`config.mk`:
```
export PLATFORM = sky130hd
export DESIGN_NAME = cadence_meas
export DESIGN_NICKNAME = d
export VERILOG_FILES = /design/src/rtl/ebike_pkg.sv /design/src/rtl/cadence_debounce.sv /design/src/rtl/cadence_meas.sv
export SDC_FILE = /design/constraint.sdc
export NUM_CORES = 1
export LEC_CHECK = 0
export CORE_ASPECT_RATIO = 0.75
export CORE_MARGIN = 2
export CORE_UTILIZATION = 50
export CTS_BUF_LIST = sky130_fd_sc_hd__clkbuf_8 sky130_fd_sc_hd__clkbuf_16
export CTS_CLUSTER_DIAMETER = 40
export DETAILED_ROUTE_END_ITERATION = 16
export PLACE_DENSITY = 0.69
export SYNTH_ARGS = -nofsm -noshare
export SYNTH_HDL_FRONTEND = slang
export SYNTH_HIERARCHICAL = 1
export SYNTH_SLANG_ARGS = --single-unit
```
`constraint.sdc`:
```
create_clock -name clk -period 3.85 [get_ports clk]
set_clock_uncertainty 0.15 [all_clocks]
set_input_delay 0.5775 -clock clk [delete_from_list [all_inputs] [get_ports clk]]
set_output_delay 0.5775 -clock clk [all_outputs]
set_load 0.02 [all_outputs]
```
`src/rtl/ebike_pkg.sv`:
```
// rtl/ebike_pkg.sv - shared e-bike drive constants and cadence types
package ebike_pkg;

    localparam int CADENCE_W = 5;

    typedef logic [CADENCE_W-1:0] cadence_t;

    localparam cadence_t CADENCE_MAX = 5'd31;
    // Same threshold the desired-drive stage uses (cadence > 1 means pedaling)
    localparam cadence_t PEDAL_MIN   = 5'd2;

    function automatic cadence_t cadence_sat_inc(cadence_t v);
        return (v == CADENCE_MAX) ? v : v + cadence_t'(1);
    endfunction

endpackage

```
`src/rtl/cadence_debounce.sv`:
```
// rtl/cadence_debounce.sv - crank sensor synchroniser, debounce filter and rise detect
module cadence_debounce #(
    parameter int DEB_CYC = 16
) (
    input  logic clk,
    input  logic rst_n,
    input  logic raw_in,
    output logic filt_out,
    output logic rise
);

    localparam int              CNT_W    = (DEB_CYC > 1) ? $clog2(DEB_CYC) : 1;
    localparam logic [CNT_W-1:0] CNT_LAST = CNT_W'(DEB_CYC - 1);

    logic             r_sync1;
    logic             r_sync2;
    logic             r_filt;
    logic             r_rise;
    logic [CNT_W-1:0] r_cnt;
    logic             w_diff;
    logic             w_accept;

    assign w_diff   = r_sync2 ^ r_filt;
    assign w_accept = w_diff && (r_cnt == CNT_LAST);

    always_ff @(posedge clk or negedge rst_n) begin
        if (!rst_n) begin
            r_sync1 <= 1'b0;
            r_sync2 <= 1'b0;
            r_filt  <= 1'b0;
            r_rise  <= 1'b0;
            r_cnt   <= '0;
        end else begin
            r_sync1 <= raw_in;
            r_sync2 <= r_sync1;
            // Rise is registered alongside the filtered level so it is one cycle wide
            r_rise  <= w_accept & r_sync2;
            if (!w_diff) begin
                r_cnt <= '0;
            end else if (w_accept) begin
                r_cnt  <= '0;
                r_filt <= r_sync2;
            end else begin
                r_cnt <= r_cnt + 1'b1;
            end
        end
    end

    assign filt_out = r_filt;
    assign rise     = r_rise;

endmodule

```
`src/rtl/cadence_meas.sv`:
```
// rtl/cadence_meas.sv - windowed crank edge count with saturated cadence and not-pedaling detect
module cadence_meas
    import ebike_pkg::*;
#(
    parameter int WIN_W    = 22,
    parameter int DEB_CYC  = 16,
    parameter int IDLE_WIN = 3
) (
    input  logic                 clk,
    input  logic                 rst_n,
    input  logic                 cadence_raw,
    output logic [CADENCE_W-1:0] cadence,
    output logic                 cadence_vld,
    output logic                 not_pedaling
);

    localparam int               IDLE_W    = $clog2(IDLE_WIN + 1);
    localparam logic [IDLE_W-1:0] IDLE_LAST = IDLE_W'(IDLE_WIN);

    logic [WIN_W-1:0]  r_win;
    cadence_t          r_edges;
    logic [IDLE_W-1:0] r_idle;
    logic              w_filt;
    logic              w_rise;
    logic              w_count;
    logic              w_win_end;
    cadence_t          w_closing;
    logic [IDLE_W-1:0] w_idle_nxt;

    cadence_debounce #(
        .DEB_CYC (DEB_CYC)
    ) u_debounce (
        .clk      (clk),
        .rst_n    (rst_n),
        .raw_in   (cadence_raw),
        .filt_out (w_filt),
        .rise     (w_rise)
    );

    assign w_count    = w_rise & w_filt;
    assign w_win_end  = &r_win;
    // Includes a rise on the window-end cycle so it lands in the closing window
    assign w_closing  = w_count ? cadence_sat_inc(r_edges) : r_edges;
    assign w_idle_nxt = (r_idle == IDLE_LAST) ? r_idle : r_idle + 1'b1;

    always_ff @(posedge clk or negedge rst_n) begin
        if (!rst_n) begin
            r_win        <= '0;
            r_edges      <= '0;
            r_idle       <= '0;
            cadence      <= '0;
            cadence_vld  <= 1'b0;
            not_pedaling <= 1'b1;
        end else begin
            r_win       <= r_win + 1'b1;
            cadence_vld <= w_win_end;
            if (w_win_end) begin
                cadence <= w_closing;
                r_edges <= '0;
                if (w_closing >= PEDAL_MIN) begin
                    r_idle       <= '0;
                    not_pedaling <= 1'b0;
                end else begin
                    r_idle <= w_idle_nxt;
                    if (w_idle_nxt == IDLE_LAST) begin
                        not_pedaling <= 1'b1;
                    end
                end
            end else begin
                r_edges <= w_closing;
            end
        end
    end

endmodule
```
Word level (Yosys, flattened, before mapping)
Index checks and enable logic that the tools add are counted.

Flip-flop bits (word level): 44. Output and inout bits: 7. Word-level logic and storage cells: 37.

Add/subtract/negate cells: 4. Order comparisons: 1. Eq/ne operators: 4. Muxes and demuxes: 9. Bitwise operators: 3. Reduce and logical (&&, ||, !) cells: 5.

Operator list (count): $reduce_and A23 Y1 (1); $add A22 B1 Y22 const B (1); $reduce_and A22 Y1 (1); $mux W5 (3); $mux W4 (2); $add A5 B1 Y5 const B (1); $eq A5 B5 Y1 const B (1); $ge A5 B2 Y1 const B (1); $add A4 B1 Y4 const B (1); $eq A2 B2 Y1 const B (2); $eq A4 B4 Y1 const B (1); $mux W2 (2); $add A2 B1 Y2 const B (1); $and A1 B1 Y1 (2); $mux W1 (2); $reduce_and A2 Y1 (1); $reduce_bool A2 Y1 (1); $logic_and A1 B1 Y1 (1); $xor A1 B1 Y1 (1).

Logic depth before layout (Yosys ltp)
Word-level depth: 6. Depth in mapped cells: 7.

Hierarchy
The synthesis kept the hierarchy.

By module, submodules not included: cadence_meas (times used 1, cells an instance 141, area each 1645.3 µm²); cadence_debounce (times used 1, cells an instance 20, area each 302.8 µm²).

Worst setup path before layout
No wires, ideal clock.

Path kind: flip-flop to flip-flop. Start: register r_edges[0]. End: register not_pedaling. Setup time: 83 ps. Arrival time: 1503 ps. Required time: 3617 ps. Path slack: 2113 ps. Stages on the path, launching flop included: 6. Path buffers: 0. Cells stage by stage: dfrtp_1 > ha_1 > nand2_1 > o211ai_1 > a2111o_1 > a41oi_1.

Cells in the longest elaborated chain, start to end: 6.

Ends and longest elaborated chain: from (decl) (line cadence_meas.sv:21) `cadence_t r_edges;`; from (signal assigned) (line cadence_meas.sv:70) `r_edges <= w_closing;`; $add A5 B1 Y5 or $eq A5 B5 Y1 (tied branches) (line ebike_pkg.sv:13) `return (v == CADENCE_MAX) ? v : v + cadence_t'(1);`; $mux W5 (line ebike_pkg.sv:13); $mux W5 * (line cadence_meas.sv:43) `assign w_closing = w_count ? cadence_sat_inc(r_edges) : r_edges;`; $ge A5 B2 Y1 * (line cadence_meas.sv:60) `if (w_closing >= PEDAL_MIN) begin`; $reduce_bool A2 Y1 (no source line); $reduce_and A23 Y1 (no source line); to (signal assigned) (line cadence_meas.sv:53) `not_pedaling <= 1'b1;`; to (signal assigned) (line cadence_meas.sv:62) `not_pedaling <= 1'b0;`; to (signal assigned) (line cadence_meas.sv:66) `not_pedaling <= 1'b1;`; to (decl) (line cadence_meas.sv:14) `output logic not_pedaling`.

Mark *: on every way between the ends. The rest lies on a longest branch, timed or not. A chain may end at the register's enable or synchronous reset.

Worst setup path in the final report
Start: register r_win[8]. End: register cadence[3].

Cells in the longest elaborated chain, start to end: 1.

Ends and longest elaborated chain: from (decl) (line cadence_meas.sv:20) `logic [WIN_W-1:0] r_win;`; from (signal assigned) (line cadence_meas.sv:55) `r_win <= r_win + 1'b1;`; $reduce_and A22 Y1 (line cadence_meas.sv:41) `assign w_win_end = &r_win;`; to (signal assigned) (line cadence_meas.sv:58) `cadence <= w_closing;`; to (decl) (line cadence_meas.sv:12) `output logic [CADENCE_W-1:0] cadence,`.

No other way between the ends.

==> reports/metrics.csv <==
stage,metric,value,unit
status,status,"complete, no violations",
setup_path,crit_required,3.92,ns
route,wl_per_cell,13.89,um
layout,multi_input_comb_area,784.5,um^2
die,fp.coreArea,3709,um^2
die,ios,10,
clock_network,cts_sinks,44,
global_route,use_met3,0.05919,
synth,synth.most_common_cell,dfrtp_1,
setup_path,path_max_fanout,13,
place,dp_hpwl,2158,um
clock_network,clk_pin_slew,0.08,ns
synth,async_flop_share,1.000,
synth,synth_commonest_cells,"43 x dfrtp_1, 16 x xnor2_1, 11 x nor2_1",
synth,synth.distinct_cells,37,
timing,setup_viol,0,
setup_path,crit_chain,nand4_1 -> nor3b_2 -> and3_1 -> mux2i_1,
global_route,overflow,0,
synth,syn_avg_cell_area,12.10,um^2
clock_network,cts_root_buf,clkbuf_8,
timing,fmax,0.4275,GHz
place,dp_cells,217,
global_route,grt_use_met2,0.2423,
timing,rsz0062_at_grt,no,
clock_network,numCtsBuffers,5,
synth,ys_ff_latch,44,
die,die_x,76.08,um
clock_network,cts_resized,0,
route,ant_nets,0,
timing,final_hold_viol_count,0,
synth,syn_nets,167,
global_route,grt-busiest-layer,met2,
clock_network,htree_num_levels,2,
global_route,grt_first_pass_wirelength,5340,um
global_route,grt_max_degree,45,
timing,finalCritPeriodShare,0.6076,
timing,tightestPinTransition,0.9257,ns
setup_path,crit_path_start_kind,flip-flop,
job,cap_violations,0,
route,vias,1240,
place,gp_congestion,0.7865,
power_and_ir_drop,vdd_drop_max,0.2279,mV
synth,synth_top_area_cell,dfrtp_1,
worst_hold_path,min_path_type,flip-flop to flip-flop,
clock_network,cts_buffer_depth,2,
global_route,grt_util_met1,0.2041,
timing,max-slew-margin-rel,0.3829,
route,drt_iter0_markers,97,
layout,drive_gt1_frac,0.1272,
clock_network,postCtsSetupRepairBufs,0,
synth,synth_edf_count,0,
global_route,antenna_found_initial,0,
place,placed_cell_area,2052,um^2
clock_network,ctsHoldBuffers,0,
layout,layoutNonFillerInstCount,225,
die,die_y,58.06,um
route,finalWirelength,3126,um
layout,antenna_cells,0,
clock_network,cts_tree,yes,
layout,seq_area,1102,um^2
setup_path,arrival,2.41,ns
place,port_buffers,9,
synth,synth_warnings,6,
synth,synthFlopType,dfrtp_1,
layout,n_fill_cell,309,
global_route,grt.total_usage,0.1572,
timing,tns,0,ns
global_route,grt_pass1_vias,1184,
layout,area_delta_synth_final,10.15,%
timing,finalMaxSlewViolations,0,
die,dieArea,4417,um^2
power_and_ir_drop,cellPowerDensity,362.2,nW/um^2
setup_path,slowest_delay,0.64,ns
clock_network,clock_latency,0.30,ns
die,start_util,0.5253,
setup_path,crit_type,flip-flop to flip-flop,
synth,synth_area,1948,um^2
setup_path,cpMaxStageDelayCell,nor3b_2,
layout,final_area,2146,um^2
synth,ys_seq_area_frac,0.5658,
die,num_rows,19,
timing,min_period,2.339,ns
layout,fin_nets,178,
synth,ys_top_cells_by_area,"dfrtp_1 55%, xnor2_1 7.2%, xor2_1 3.1%",
route,firstDrtPassIters,4,
power_and_ir_drop,p_leak,0.0009654,uW
route,drc,0,
synth,synth_top_area_frac,0.5523,
setup_path,cp-end-kind,flip-flop,
synth,syn_inst,161,
route,vias_per_cell,5.511,
==> routing by layer <==
| metal | wire (um) | part of all wire |
|---|---|---|
| met5 | 0 | 0 |
| met1 | 1516 | 0.48 |
| met2 | 1393 | 0.45 |
| met4 | 57 | 0.018 |
| met3 | 159 | 0.051 |
==> where the power goes <==
group / total, uW / internal [uW] / switching, uW
combinational: 16.1 / 4.94 / 11.1
sequential: 469 / 465 / 3.52
clock: 292 / 143 / 149
total: 777 / 613 / 164
==> kinds of logic after synthesis <==
logic type	synth area share
XOR/XNOR	0.1034
AND/OR/NAND/NOR	0.1638
adder cells (fa/ha/maj)	0.01927
buffers and inverters	0.03147
multiplexers	0.02312
AO/OA/AOI/OAI	0.09314
flip-flops	0.5658
==> state kept, by name, summed over array words and instances, names as in the netlist <==
register             count
not_pedaling             1
cadence_vld              1
cadence                  5
r_idle                   2
r_edges                  5
u_debounce/r_cnt         4
u_debounce/r_sync2       1
u_debounce/rise          1
r_win                   22
u_debounce/r_sync1       1
u_debounce/filt_out      1
==> stage by stage <==
step	total power, uW	hold slack, ns	setup slack, ns	utilization
finish	777.3	0.2126	1.511	0.5786
global route	811.9	0.2166	1.359	0.5786
CTS	787.9	0.2165	1.511	0.5786
detailed placement	494.9	0.1982	1.520	0.5533
global placement	493.6	0.1854	1.654	0.5533
floorplan	482.7	0.1319	2.113	-
==> placed cells by master, fill, tap and decap left out <==
master           Yosys  final
a41oi_1              3      3
ha_1                 3      3
a2111o_1             1      1
nor2_1              11     11
nand3_2              2      2
clkinvlp_4           0      1
nand3_1             10     10
a21oi_1              3      3
xnor2_1             16     16
o2111ai_1            1      1
dfrtp_1             43     43
mux2_4               1      1
a21oi_2              3      3
clkdlybuf4s50_1      0      8
or2_2                1      1
nor3b_1              2      2
xor2_1               7      7
o22ai_2              1      1
a21o_2               1      1
a31oi_1              6      6
buf_2                1      1
o211ai_1             1      1
a311oi_1             1      1
o2111a_1             1      1
nand2_1              8      8
dfstp_2              1      1
a21o_1               1      1
nor4_2               1      1
and4_4               1      1
nor3b_2              1      1
mux2i_1              3      3
nand4_1              5      5
clkbuf_8             0      6
and3_1               8      8
nand2_2              1      1
inv_1                4      5
and4_1               3      3
nor2b_1              1      1
==> final timing paths <==
check | start | end | slack, ns | cells past startpoint
max reg2reg | r_win[8]$_DFF_PN0_ | cadence[3]$_DFFE_PN0P_ | 1.51 | 4
min reg2reg | u_debounce/r_sync1$_DFF_PN0_ | u_debounce/r_sync2$_DFF_PN0_ | 0.21 | 0
max in group asynchronous | rst_n | r_win[18]$_DFF_PN0_ | 2.70 | 1
min in group asynchronous | rst_n | r_win[14]$_DFF_PN0_ | 0.26 | 1
min | u_debounce/r_sync1$_DFF_PN0_ | u_debounce/r_sync2$_DFF_PN0_ | 0.21 | 0
max | r_win[8]$_DFF_PN0_ | cadence[3]$_DFFE_PN0P_ | 1.51 | 4
==> layout make-up <==
type,instances,share of cell area
flip-flops and latches,44,0.5137
inverters,4,0.006997
clock buffers,6,0.03848
repair buffers,9,0.03965
multi-input cells,108,0.3656
well taps,52,0.03032
clock inverters,2,0.005248
==> critical path: cells and delay by family, from the launching register on <==
family / cells / cell delay, ns
DFF: 1 / 0.43
muxes: 1 / 0.24
and+or+nand+nor: 3 / 1.44
(Power assumes the default switching activity.)
